--- src/rtl/pc_sequencer.sv ---
// Next-PC sequencer for fetch; next_pc/pc_hold combinational, flush/halted/redirect_cnt registered.
// Stall holds the PC; optional exception redirect enabled by PC_SEQ_EXCEPTION_EN.
// Priority in RUN/FLUSH: [exception >] jump > branch > halt > stall > sequential.
module pc_sequencer #(
  parameter int                ADDR_W       = 16,
  parameter int                PC_INCR      = 2,
  parameter logic [ADDR_W-1:0] RESET_VECTOR = '0,
  parameter int                FLUSH_CYCLES = 1
) (
  input  logic              clk,
  input  logic              rst,
  input  logic [ADDR_W-1:0] cur_pc,
  input  logic              stall,
  input  logic              halt_req,
  input  logic              resume_req,
  input  logic              branch_taken,
  input  logic [ADDR_W-1:0] branch_target,
  input  logic              jump_en,
  input  logic [ADDR_W-1:0] jump_target,
`ifdef PC_SEQ_EXCEPTION_EN
  input  logic              exc_req,
  input  logic [ADDR_W-1:0] exc_vector,
  output logic [ADDR_W-1:0] epc,
`endif
  output logic [ADDR_W-1:0] next_pc,
  output logic              pc_hold,
  output logic              flush,
  output logic              halted,
  output logic [7:0]        redirect_cnt
);

  localparam logic [1:0] S_BOOT   = 2'd0;
  localparam logic [1:0] S_RUN    = 2'd1;
  localparam logic [1:0] S_FLUSH  = 2'd2;
  localparam logic [1:0] S_HALTED = 2'd3;

  logic [1:0]        state, state_nxt;
  logic [1:0]        fcnt, fcnt_nxt;
  logic              redirect;
  logic              accept;
  logic [ADDR_W-1:0] redir_pc;
  logic              active;

  assign active = (state == S_RUN) || (state == S_FLUSH);

  always_comb begin
    redirect = 1'b0;
    redir_pc = jump_target;
`ifdef PC_SEQ_EXCEPTION_EN
    if (exc_req) begin
      redirect = 1'b1;
      redir_pc = exc_vector;
    end else
`endif
    if (jump_en) begin
      redirect = 1'b1;
      redir_pc = jump_target;
    end else if (branch_taken) begin
      redirect = 1'b1;
      redir_pc = branch_target;
    end
  end

  always_comb begin
    next_pc   = cur_pc + ADDR_W'(PC_INCR);
    pc_hold   = 1'b0;
    state_nxt = state;
    fcnt_nxt  = fcnt;
    accept    = 1'b0;
    case (state)
      S_BOOT: begin
        next_pc   = RESET_VECTOR;
        state_nxt = S_RUN;
      end
      S_HALTED: begin
        next_pc = cur_pc;
        pc_hold = 1'b1;
        if (resume_req) state_nxt = S_RUN;
      end
      default: begin
        // The flush counter keeps running underneath stalls.
        if (state == S_FLUSH) begin
          if (fcnt == 2'd0) state_nxt = S_RUN;
          else              fcnt_nxt  = fcnt - 2'd1;
        end
        if (redirect) begin
          next_pc   = redir_pc;
          state_nxt = S_FLUSH;
          fcnt_nxt  = 2'(FLUSH_CYCLES - 1);
          accept    = 1'b1;
        end else if (halt_req) begin
          next_pc   = cur_pc;
          pc_hold   = 1'b1;
          state_nxt = S_HALTED;
        end else if (stall) begin
          next_pc = cur_pc;
          pc_hold = 1'b1;
        end
      end
    endcase
  end

  always_ff @(posedge clk or negedge rst) begin
    if (!rst) begin
      state        <= S_BOOT;
      fcnt         <= 2'd0;
      redirect_cnt <= 8'd0;
    end else begin
      state <= state_nxt;
      fcnt  <= fcnt_nxt;
      if (accept && redirect_cnt != 8'hFF) redirect_cnt <= redirect_cnt + 8'd1;
    end
  end

`ifdef PC_SEQ_EXCEPTION_EN
  always_ff @(posedge clk or negedge rst) begin
    if (!rst)                  epc <= '0;
    else if (active && exc_req) epc <= cur_pc;
  end
`endif

  assign flush  = (state == S_BOOT) || (state == S_FLUSH);
  assign halted = (state == S_HALTED);

endmodule

--- config.mk ---
export PLATFORM = sky130hd
export DESIGN_NAME = pc_sequencer
export DESIGN_NICKNAME = d
export VERILOG_FILES = /design/src/rtl/pc_sequencer.sv
export SDC_FILE = /design/constraint.sdc
export NUM_CORES = 1
export LEC_CHECK = 0
export ABC_AREA = 0
export CAP_MARGIN = 20
export CORE_ASPECT_RATIO = 1.25
export CORE_MARGIN = 5
export CORE_UTILIZATION = 41
export CTS_CLUSTER_DIAMETER = 30
export DETAILED_ROUTE_END_ITERATION = 8
export GPL_TIMING_DRIVEN = 0
export PLACE_DENSITY_LB_ADDON = 0.25
export SETUP_SLACK_MARGIN = 0.05
export SLEW_MARGIN = 10
export SYNTH_ARGS = -nofsm -noshare
export SYNTH_HDL_FRONTEND = slang
export SYNTH_SLANG_ARGS = --single-unit
--- constraint.sdc ---
create_clock -name clk -period 4.6 [get_ports clk]
set_input_delay 0.46 -clock clk [delete_from_list [all_inputs] [get_ports clk]]
set_output_delay 0.46 -clock clk [all_outputs]
set_load 0.02 [all_outputs]
==> results by group <==
Clocking
  – CTS tree: built
  – Clock Tree Buf Depth: 2
  – Hold-fix buffers, CTS: 0
  – Post-CTS Resized: 0
  – Post-CTS setup buffer count: 0
  – CTS buffer count: 3
  – Clock latency on the worst-skew pair: 0.24 ns
  – TritonCTS Sinks: 12
  – Clk root buf: clkbuf_8
  – CTS H-Tree Depth: 1
  – CTS clk-pin slew, worst paths: 0.05 ns

Die
  – Cell Rows: 23
  – Chip Width: 61.85 um
  – Die ar.: 0.004626 sq mm
  – Total core area: 0.003223 sq mm
  – Starting Density: 42.74%
  – Die Y-Extent: 74.81 um
  – Ports: 82

Worst setup path
  – Top Family by Delay on Critical Path: buffers and inverters
  – Worst Path Class, Setup: primary input to output port
  – CP arrival: 3.03 ns
  – Max incr delay on CP: 0.63 ns
  – Critical path launch point type: primary input
  – R2r startpoint: state[0]
  – FF-to-FF path depth: 5
  – Crit. Startpoint: cur_pc[1]
  – Worst reg2reg setup slack: 2.50 ns
  – Crit path max-delay cell type: clkdlybuf4s50_1
  – R2r endpoint: redirect_cnt[1]
  – CP required: 4.14 ns
  – Critical path fanouts, max: 7
  – Worst path bufs/invs: 3
  – Cell chain of the critical path: clkdlybuf4s50_1 -> ha_1 -> and4bb_2 -> clkbuf_1 -> nand4_1 -> o31a_1 -> o22ai_1 -> clkdlybuf4s50_1
  – CP most frequent cell: clkdlybuf4s50_1
  – Crit. End Element: output port

STA
  – # setup viols final: 0
  – Clock period minus worst slack: 3.491 ns
  – Fin crit share: 75.88%
  – Minimum hold slack: 0.4860 ns
  – Fin. Hold Viols: 0
  – RSZ-0062 raised after global routing: no
  – Worst Max-Slew Pin Slew: 0.7065 ns
  – Skew final: 0.001477 ns
  – Max-slew violation count: 0
  – Fin Setup TNS: 0 ns
  – Slew HR: 52.28%
  – Fmax: 286.5 MHz

Synthesis
  – Synthesized area: 0.001378 sq mm
  – Main synth FF type: dfrtp_1
  – Syn_nets: 237
  – Register bit total from synthesis: 12
  – Synth warn: 0
  – Number of cells produced by synthesis: 176
  – Async SR Flop Fraction: 100.0%
  – Syn Area/Cell: 7.827 sq um
  – Cell variety after synth: 44
  – Seq/Total Area, Yosys: 21.80%
  – Post-synth EDFFs: 0

GRT
  – Initial antenna violation count: 0
  – Met3 Use GR: 1.887%
  – Met1 Use GR: 26.50%
  – Number of global-route vias before repair: 1613
  – GRT overflow: 0
  – Wire length of the first global-routing pass: 7.721 mm
  – Global route hottest layer: met2
  – Total GRT Usage: 21.61%
  – Met2 Use GR: 39.12%
  – Largest net degree at the start of global routing: 13

Drt
  – First-pass detailed-route iteration total: 4
  – Via density: 6.007
  – Wirelength, routed: 5.022 mm
  – WL per Instance: 16.97 um
  – Initial drt markers: 96
  – Post-route DRC: 0
  – Vias: 1778
  – DRT antenna net count: 0

Finish
  – Area Growth Syn to Fin: 64.49%
  – Final Util: 70.30%
  – Nets: 322
  – Antenna Cells: 0
  – Layout cell share with drive strength beyond 1: 5.792%
  – Fill cell count: 282

Min path
  – Hold Crit Endpoint: fcnt[1]
  – Hold path startpoint: fcnt[1]
  – Hold Crit Class: register to register
  – Hold Crit Depth: 2

Power
  – PD cells: 554.9 mW/mm^2
  – Leakage: 0.8441 nW
  – Max rail drop VDD: 0.0003781 V

Placement
  – GP Congestion: 0.8536
  – HPWL after detailed placement: 4.030 mm
  – # port buffers: 80

Outcome
  – Status: finished, final reports clean

Flow run
  – Max-cap viol count: 0
## layout by cell type (no fill, tap or decap), types with 2 or more instances in the layout
cell type	count
clkdlybuf4s50_1	80
nand2_1	15
o21ai_0	15
dfrtp_1	12
nand4_1	11
inv_1	10
a21oi_1	10
a22oi_1	9
clkbuf_1	7
o2bb2ai_1	7
xnor2_1	7
ha_1	6
a221oi_1	5
nor2_1	5
nor4_1	4
nor2b_1	3
o31ai_1	3
nor3_1	3
mux2i_1	3
clkbuf_8	3
or2_2	2
or3b_1	2
buf_2	2
or4_1	2
buf_1	2
o31a_1	2
o22ai_1	2
and2_1	2
a31oi_1	2
a22o_1	2
and4_1	2
xor2_1	2
mux2_2	2
and3_1	2
nand3_1	2
## stage by stage
step | area, sq um | instances | worst slack (ns) | total power [mW]
final | 2266 | 296 | 1.109 | 1.257
after global routing | 2266 | 296 | 1.002 | 1.333
after CTS | 2266 | 296 | 1.120 | 1.265
after detailed placement | 2225 | 293 | 1.132 | 1.168
after global placement | 2225 | 293 | 1.134 | 1.156
after floorplan | 1378 | 176 | 1.900 | 0.7260
## cells by family after synthesis
| family | Yosys count | synth area share (%) |
|---|---|---|
| muxes | 5 | 3.815 |
| DFF | 12 | 21.80 |
| buffers and inverters | 21 | 5.905 |
| AOI/OAI and AO/OA | 61 | 30.34 |
| adders and majority gates | 6 | 5.449 |
| xor gates and xnor gates | 9 | 5.722 |
| and+or+nand+nor | 62 | 26.98 |
## cell type report
cell class,instances,area [sq um],area share [%]
Buffer,11,43.79,1.933
Clock buffer,3,41.29,1.822
Inverter,10,37.54,1.657
Multi-Input combinational cell,143,996.0,43.95
Sequential cell,12,300.3,13.25
Tap cell,37,46.29,2.043
Timing Repair Buffer,80,800.8,35.34
## report_power, final
group          internal (mW)  switching, mW
Clock                 0.0573         0.0345
Combinational          0.457          0.518
Sequential             0.145         0.0458
## worst reg2reg max path: cells and delay by family (launching register included)
kind	cells	cell delay, ns
AOI/OAI and AO/OA	2	0.79
adders and majority gates	1	0.36
DFF	1	0.36
buffers and inverters	1	0.07
muxes	1	0.40
## cell usage after synthesis (all sizes together) (3+ instances only)
cell / n / share of area [%]
a21oi: 10 / 3.6
a221oi: 5 / 3.2
a22oi: 9 / 4.9
buf: 4 / 1.3
clkbuf: 7 / 1.9
dfrtp: 12 / 22
ha: 6 / 5.4
inv: 10 / 2.7
mux2i: 3 / 2.2
nand2: 15 / 4.1
nand3: 3 / 1.5
nand4: 11 / 5.0
nor2: 5 / 1.4
nor2b: 3 / 1.4
nor3: 3 / 1.1
nor4: 4 / 1.8
o21ai: 15 / 5.4
o2bb2ai: 7 / 4.5
o31ai: 3 / 1.6
or3b: 3 / 1.9
or4: 3 / 1.9
xnor2: 7 / 4.5
## layer usage
| layer | share of wire, % | wire length [um] |
|---|---|---|
| met1 | 38 | 1920 |
| met2 | 51 | 2540 |
| met3 | 10 | 502 |
| met4 | 1.2 | 58 |
| met5 | 0 | 0 |
## worst max path at each step
stage / cells past startpoint / endpoint / slack (ns)
after floorplan: 6 / next_pc[1] / 1.90
after global placement: 7 / next_pc[15] / 1.13
after detailed placement: 7 / next_pc[15] / 1.13
after CTS: 8 / next_pc[7] / 1.12
after global routing: 8 / next_pc[7] / 1.00
final: 8 / next_pc[7] / 1.11
## sequential cells by signal, summed over array words and instances (netlist names)
register and count:
state 2, redirect_cnt 8, fcnt 2
Power figures use the tool's default switching activity.
